File: config.mk
export PLATFORM = sky130hd
export DESIGN_NAME = writeback_cycle
export DESIGN_NICKNAME = d
export VERILOG_FILES = /design/src/rtl/mips_pkg.sv /design/src/rtl/load_extender.sv /design/src/rtl/writeback_cycle.sv
export SDC_FILE = /design/constraint.sdc
export NUM_CORES = 1
export LEC_CHECK = 0
export CAP_MARGIN = 20
export CORE_MARGIN = 4
export CORE_UTILIZATION = 35
export CTS_CLUSTER_DIAMETER = 100
export DETAILED_ROUTE_END_ITERATION = 10
export DONT_BUFFER_PORTS = 1
export GPL_TIMING_DRIVEN = 0
export PLACE_DENSITY = 0.46
export SLEW_MARGIN = 20
export SYNTH_ARGS = -nofsm -noshare
export SYNTH_HDL_FRONTEND = slang
export SYNTH_HIERARCHICAL = 1
export SYNTH_SLANG_ARGS = --single-unit
File: constraint.sdc
create_clock -name clk -period 3.07 [get_ports clk]
set_clock_uncertainty 0.1 [all_clocks]
set_input_delay 0.4605 -clock clk [delete_from_list [all_inputs] [get_ports clk]]
set_output_delay 0.4605 -clock clk [all_outputs]
set_load 0.005 [all_outputs]
File: src/rtl/mips_pkg.sv
`default_nettype none
// ============================================================================
// Module   : mips_pkg
// Purpose  : Shared pipeline control encodings, load types and MEM/WB layout.
// Revision : 1.0 - initial release
// ============================================================================
package mips_pkg;

    typedef enum logic [3:0] {
        ALU_AND = 4'b0000,
        ALU_OR  = 4'b0001,
        ALU_ADD = 4'b0010,
        ALU_SUB = 4'b0110,
        ALU_SLT = 4'b0111,
        ALU_NOR = 4'b1100
    } alu_ctrl_e;

    // Codes 101-111 are not enumerated; they behave as a word load.
    typedef enum logic [2:0] {
        LT_WORD   = 3'b000,
        LT_BYTE_S = 3'b001,
        LT_BYTE_U = 3'b010,
        LT_HALF_S = 3'b011,
        LT_HALF_U = 3'b100
    } load_type_e;

    typedef struct packed {
        logic        valid;
        logic        regwrite;
        logic        memtoreg;
        logic [2:0]  loadtype;
        logic [4:0]  wreg;
        logic [31:0] alu;
        logic [31:0] rdata;
    } mem_wb_t;

    function automatic logic lt_is_half(input logic [2:0] lt);
        return (lt == LT_HALF_S) || (lt == LT_HALF_U);
    endfunction

    function automatic logic lt_is_word(input logic [2:0] lt);
        return (lt == LT_WORD) || (lt > LT_HALF_U);
    endfunction

endpackage : mips_pkg
`default_nettype wire

File: src/rtl/load_extender.sv
`default_nettype none
// ============================================================================
// Module   : load_extender
// Purpose  : Big-endian byte/halfword select with sign or zero extension.
// Revision : 1.0 - initial release
// ============================================================================
module load_extender
    import mips_pkg::*;
(
    input  logic [31:0] i_data,
    input  logic [1:0]  i_addr_lo,
    input  logic [2:0]  i_load_type,
    output logic [31:0] o_value
);

    logic [7:0]  w_byte;
    logic [15:0] w_half;

    always_comb begin
        w_byte  = 8'h00;
        w_half  = 16'h0000;
        o_value = i_data;

        case (i_addr_lo)
            2'd0:    w_byte = i_data[31:24];
            2'd1:    w_byte = i_data[23:16];
            2'd2:    w_byte = i_data[15:8];
            default: w_byte = i_data[7:0];
        endcase

        w_half = i_addr_lo[1] ? i_data[15:0] : i_data[31:16];

        case (i_load_type)
            LT_BYTE_S: o_value = {{24{w_byte[7]}}, w_byte};
            LT_BYTE_U: o_value = {24'h000000, w_byte};
            LT_HALF_S: o_value = {{16{w_half[15]}}, w_half};
            LT_HALF_U: o_value = {16'h0000, w_half};
            default:   o_value = i_data;
        endcase
    end

endmodule : load_extender
`default_nettype wire

File: src/rtl/writeback_cycle.sv
`default_nettype none
// ============================================================================
// Module   : writeback_cycle
// Purpose  : MEM/WB pipeline register, load extraction and retirement counter.
// Revision : 1.0 - initial release
// ============================================================================
module writeback_cycle
    import mips_pkg::*;
#(
    parameter int CNT_WIDTH = 32
) (
    input  logic                 clk,
    input  logic                 rst,
    input  logic                 stall,
    input  logic                 flush,
    input  logic                 valid_M,
    input  logic                 RegWrite_M,
    input  logic                 MemToReg_M,
    input  logic [2:0]           LoadType_M,
    input  logic [4:0]           WriteRegister_M,
    input  logic [31:0]          ALUResult_M,
    input  logic [31:0]          ReadData_M,
    output logic                 RegWrite_W,
    output logic [4:0]           WriteRegister_W,
    output logic [31:0]          WriteData_W,
    output logic                 valid_W,
    output logic                 misalign_W,
    output logic [CNT_WIDTH-1:0] retired_count
);

    mem_wb_t                r_mw;
    mem_wb_t                w_mw_next;
    logic [CNT_WIDTH-1:0]   r_count;
    logic [31:0]            w_load_value;

    always_comb begin
        w_mw_next          = '0;
        w_mw_next.valid    = valid_M;
        w_mw_next.regwrite = RegWrite_M;
        w_mw_next.memtoreg = MemToReg_M;
        w_mw_next.loadtype = LoadType_M;
        w_mw_next.wreg     = WriteRegister_M;
        w_mw_next.alu      = ALUResult_M;
        w_mw_next.rdata    = ReadData_M;
    end

    // Flush only kills valid, so under stall+flush the other fields stay held.
    always_ff @(posedge clk) begin
        if (!rst) begin
            r_mw    <= '0;
            r_count <= '0;
        end else begin
            if (!stall) begin
                r_mw <= w_mw_next;
            end
            if (flush) begin
                r_mw.valid <= 1'b0;
            end
            if (r_mw.valid && !stall) begin
                r_count <= r_count + CNT_WIDTH'(1);
            end
        end
    end

    load_extender u_load_extender (
        .i_data      (r_mw.rdata),
        .i_addr_lo   (r_mw.alu[1:0]),
        .i_load_type (r_mw.loadtype),
        .o_value     (w_load_value)
    );

    assign valid_W         = r_mw.valid;
    assign WriteRegister_W = r_mw.wreg;
    assign RegWrite_W      = r_mw.valid && r_mw.regwrite && (r_mw.wreg != 5'd0);
    assign WriteData_W     = r_mw.memtoreg ? w_load_value : r_mw.alu;
    assign misalign_W      = r_mw.valid && r_mw.memtoreg &&
                             ((lt_is_half(r_mw.loadtype) && r_mw.alu[0]) ||
                              (lt_is_word(r_mw.loadtype) && (r_mw.alu[1:0] != 2'b00)));
    assign retired_count   = r_count;

endmodule : writeback_cycle
`default_nettype wire

Word-level counts from Yosys, hierarchy flattened
Cells that the tools add are included.
{"block": "word_totals", "ff_bits": 107, "input_bits": 79}
{"block": "classes", "n_addsub": 1, "n_lt_le_gt_ge": 1, "eq_ne": 6, "muxes": 4, "bitwise_logic": 1, "reduce_logical": 16}
{"cell": "$pmux 32 s4", "n": 1}
{"cell": "$add 32x1->32 const B", "n": 1}
{"cell": "$mux 32", "n": 1}
{"cell": "$pmux 8 s3", "n": 1}
{"cell": "$mux 16", "n": 1}
{"cell": "$logic_and 1x1->1", "n": 7}
{"cell": "$eq 3x2->1 const B", "n": 2}
{"cell": "$reduce_bool 5->1", "n": 1}
{"cell": "$eq 3x1->1 const B", "n": 1}
{"cell": "$eq 3x3->1 const B", "n": 1}
{"cell": "$gt 3x3->1 const B", "n": 1}
{"cell": "$logic_not 3->1", "n": 1}
{"cell": "$logic_or 1x1->1", "n": 3}
{"cell": "$eq 2x1->1 const B", "n": 1}
{"cell": "$eq 2x2->1 const B", "n": 1}
{"cell": "$logic_not 2->1", "n": 1}
{"cell": "$reduce_bool 2->1", "n": 1}
{"cell": "$reduce_or 2->1", "n": 1}
{"cell": "$logic_not 1->1", "n": 1}
{"cell": "$not 1->1", "n": 1}

Logic depth before layout (Yosys ltp)
{"block": "logic_depth", "depth_word": 5, "ltp_mapped": 7, "ltp_nobuf": 5}

By module
The synthesis kept the hierarchy.
{"mod": "writeback_cycle", "n_inst": 1, "cells_per_inst": 473, "area_each_um2": 4693.3, "seq_area_each_um2": 2142.1}
{"mod": "load_extender", "n_inst": 1, "cells_per_inst": 122, "area_each_um2": 1037.2, "seq_area_each_um2": 0.0}

Least setup slack after synthesis
No wires, ideal clock.
{"block": "synth_timing", "path_kind": "register to output", "startpoint": "register r_mw[32] (netlist bit)", "endpoint": "output port WriteData_W[16]", "arrival_time_ns": 1.870, "required_time_ns": 2.509, "setup_slack_ns": 0.640, "stages_incl_launch_ff": 7, "path_buffers": 2, "path_cell_list": "dfxtp_1 buf_6 mux4_2 a32o_2 buf_6 a21o_1 mux2_2"}
{"block": "synth_via", "elab_chain_len": 4}
{"item": "start: declaration", "line": "writeback_cycle.sv:31", "text": "mem_wb_t r_mw;"}
{"item": "start signal: assignment", "line": "writeback_cycle.sv:54", "text": "r_mw <= w_mw_next;"}
{"item": "$eq 2x2->1 (tied with other cells)", "line": "load_extender.sv:24", "text": "case (i_addr_lo)"}
{"item": "$pmux 8 s3 (*)", "line": "load_extender.sv:24"}
{"item": "$pmux 32 s4 (*)", "line": "load_extender.sv:33", "text": "case (i_load_type)"}
{"item": "named net w_load_value[16]", "line": "writeback_cycle.sv:34", "text": "logic [31:0] w_load_value;"}
{"item": "$mux 32 (*)", "line": "writeback_cycle.sv:75", "text": "assign WriteData_W = r_mw.memtoreg ? w_load_value : r_mw.alu;"}
{"item": "end: declaration", "line": "writeback_cycle.sv:25", "text": "output logic [31:0] WriteData_W,"}
The timed path passes the listed nets; every way through them passes the cells marked *.

Worst setup path in the final report
{"block": "layout_timing", "startpoint": "register r_mw[32] (netlist bit)", "endpoint": "output port WriteData_W[28]"}
Same word-level chain as after synthesis.

==> impl_results.md <==
* Post-Synthesis Cell Area at 5730 um^2
* Later-pin clock latency in the skew report at 350 ps
* Detailed Route Iter0 Violations at 171
* Share of cells above drive strength 1 at 17.2%
* First-pass GRT wire length at 25200 um
* # DRC at 0
* Fmax achieved at 0.338 GHz
* Vias at 4503
* Worst Setup Slack, final at 114 ps
* Clk pwr share at 37.3%
* Required @ worst endpoint at 2510 ps
* Row cnt at 46
* DP Wirelength at 12700 um
* Hold-fix buffers, CTS at 0
* Pre-CTS setup slack at 374 ps
* VDD IR max at 0.000264 V
* CP peak stage delay at 550 ps
* Most frequent cell after synthesis: dfxtp_1
* Placer congestion estimate at 0.883
* Chip Width at 136 um
* Syn-to-layout area delta at 10.3%
* Slowest cell on the critical path: mux4_2
* Nets@finish at 687
* Die Area at 18500 um^2
* Clock root buffer master: clkbuf_16
* Setup_tns at 0 ps
* Yosys top cell by area: dfxtp_1
* Avg Inst Size Synth at 9.63 um^2
* Core Box Area at 15900 um^2
* Final max-slew violation count at 0
* CP most frequent cell: buf_6
* Post-synth top cells: 107 x dfxtp_1, 92 x nor2_1, 83 x mux2i_1, 33 x mux2_2, 28 x nand2_1
* Leakage power total at 0.00268 uW
* Async set or reset register ratio after synthesis at 0%
* Synth top area share at 37.4%
* Initial antenna violation count at 0
* Sw Pwr at 797 uW
* Tot GR Track Use at 17.7%
* Post-synth net total at 675
* Main synth FF type: dfxtp_1
* N_diodes at 0
* Port Buffers at 0
* Switching share of power at 26.4%
* MaxCap Viol Count at 0
* Filler Cell Count at 1649
* CP Class: flip-flop to primary output
* Gate power share at 12.9%
* Register share of total power at 49.8%
* Post-synthesis sequential element count at 107
* Max Root-Sink Buffers at 2
* I/O pin count at 151
* Total grt overflow at 0
* Initial Util at 35.9%
* Vias in the first global route at 4333
* Pint at 2220 uW
* Synthesis Warnings at 6
* Worst Path Arrival at 2400 ps
* Fin crit share at 96.3%
* CTS tree: built
* DR pass1 iterations at 4
* H-tree depth at 3
* Post-synth EDFFs at 0
* Max FO, Critical Path at 10
* Slew @ Worst Pin at 639 ps
* Unique masters post-synth at 56
* Outcome: finished, final reports clean
* Routed WL at 16500 um
* Final antenna-violating net count at 0
* Relative slew margins at 57.4%
* Largest net degree at the start of global routing at 17
* Routed len/inst at 19.9 um
* Synth area leaders: dfxtp_1 37%, mux2i_1 14%, mux2_2 6.5%
* Startpoint Class: flip-flop
* Clk sinks at 107
* Sequential fraction of the synthesis area at 37.4%
* Num CTS Buffers at 9
* Total power at 3020 uW
* Reg2Reg Setup Slack at 1120 ps
* Vias per cell at 5.44
* # setup viols final at 0
* Worst hold path type: input pin to flip-flop
* PD cells at 478 nW/um^2
* Worst setup EP type: primary output
* Die Y at 136 um
* Setup repair after global routing missed its margin: false
* Clock slew at reported path FFs at 70 ps
* Hold Fails Final Rpt at 0
* Final Critical Period at 2960 ps
* Cell count after synthesis at 595
* CP Cell Sequence: buf_6 -> mux4_2 -> a32o_2 -> buf_6 -> a21o_1 -> mux2_2
per-layer routing:
metal	GRT usage, %	part of all wire, %	vias up
met5	0	0	-
li1	-	-	2178
met3	5.63	7.5	18
met4	6.16	1.8	0
met2	25.0	42	131
met1	25.3	49	2176
state kept, by name, indices dropped and copies added, names as in the netlist:
register,cells
r_mw,69
retired_count,32
WriteRegister_W,5
valid_W,1
placed cells by master, fill, tap and decap left out, types with 2 or more instances in the layout:
cell type,synthesis,layout
a21o_1,11,11
a21o_2,6,6
a21oi_1,12,12
a221o_1,8,8
and2_1,2,2
and3_1,13,13
and4_1,3,3
and4b_1,9,9
buf_1,4,4
buf_2,11,11
buf_4,8,9
buf_6,6,6
clkbuf_1,19,18
clkbuf_16,0,9
clkbuf_2,1,4
clkbuf_8,0,2
dfxtp_1,107,105
dfxtp_2,0,2
inv_1,11,11
mux2_2,33,33
mux2i_1,83,83
mux4_1,6,6
mux4_2,2,2
nand2_1,28,28
nand2b_1,6,6
nand3_1,10,9
nand3_4,2,2
nand4_1,9,9
nor2_1,92,92
nor3_1,5,5
nor3b_1,8,8
nor4_1,4,4
nor4_2,4,4
o2111ai_1,7,7
o21ai_0,11,11
o31ai_1,8,8
or3_1,4,4
or4_1,8,8
xnor2_1,6,5
xor2_1,9,9
critical path, delay by kind of cell (launching register included):
kind / cells / cell delay [ps]
AO/OA/AOI/OAI: 2 / 510
buffers and inverters: 2 / 320
flip-flops: 1 / 390
multiplexers: 2 / 830
path summary, 6_finish.rpt:
check / start / to / cells past startpoint
worst max-delay path: r_mw[32]$_SDFFE_PN0N_ / WriteData_W[28] / 6
worst min-delay path: flush / valid_W$_SDFFE_PP0N_ / 1
worst max register to register: retired_count[0]$_SDFFE_PN0P_ / retired_count[18]$_SDFFE_PN0P_ / 6
worst min register to register: r_mw[52]$_SDFFE_PN0N_ / r_mw[52]$_SDFFE_PN0N_ / 2
cell type report:
type / instances / area [um^2] / area share [%]
Inverter: 12 / 45.0 / 0.713
Clock inverter: 3 / 21.3 / 0.337
Timing Repair Buffer: 1 / 7.51 / 0.119
Multi-Input combinational cell: 427 / 3290 / 52.1
Buffer: 49 / 278 / 4.40
Sequential cell: 107 / 2140 / 33.9
Tap cell: 216 / 270 / 4.28
Clock buffer: 13 / 260 / 4.12
power by group through the flow:
stage                     combinational (uW)  clock, uW  sequential, uW
final                                    389       1130            1500
after global routing                     429       1220            1510
after CTS                                387       1170            1500
after detailed placement                 385          0            1540
after global placement                   377          0            1530
after floorplan                          304          0            1510
through the flow:
stage | cells | hold WS [ps] | util [%] | instance area (um^2)
floorplan | 595 | 359 | - | 5730
global placement | 811 | 372 | 37.6 | 6000
detailed placement | 811 | 382 | 37.6 | 6000
CTS | 828 | 66.9 | 39.5 | 6290
global route | 828 | 72.9 | 39.6 | 6320
finish | 828 | 85.9 | 39.6 | 6320
cell families (layout without fill, tap and decap cells):
kind of cell,count (synthesis),after routing,synth area share (%)
buffers and inverters,61,78,5.57
adders and majority gates,1,1,0.218
and+or+nand+nor,218,218,21.0
DFF,107,107,37.4
muxes,124,124,24.5
xor gates and xnor gates,15,15,2.29
AOI/OAI and AO/OA,69,69,9.04
repair_timing:
item / in CTS / in global routing
setup endpoints to repair: 3 / 18
pin swaps: 1 / 0
setup buffers: 1 / 0
endpoints found under the hold margin: 0 / 0
gates resized for setup: 0 / 11
Note: power is estimated with default switching activity, not from simulation.
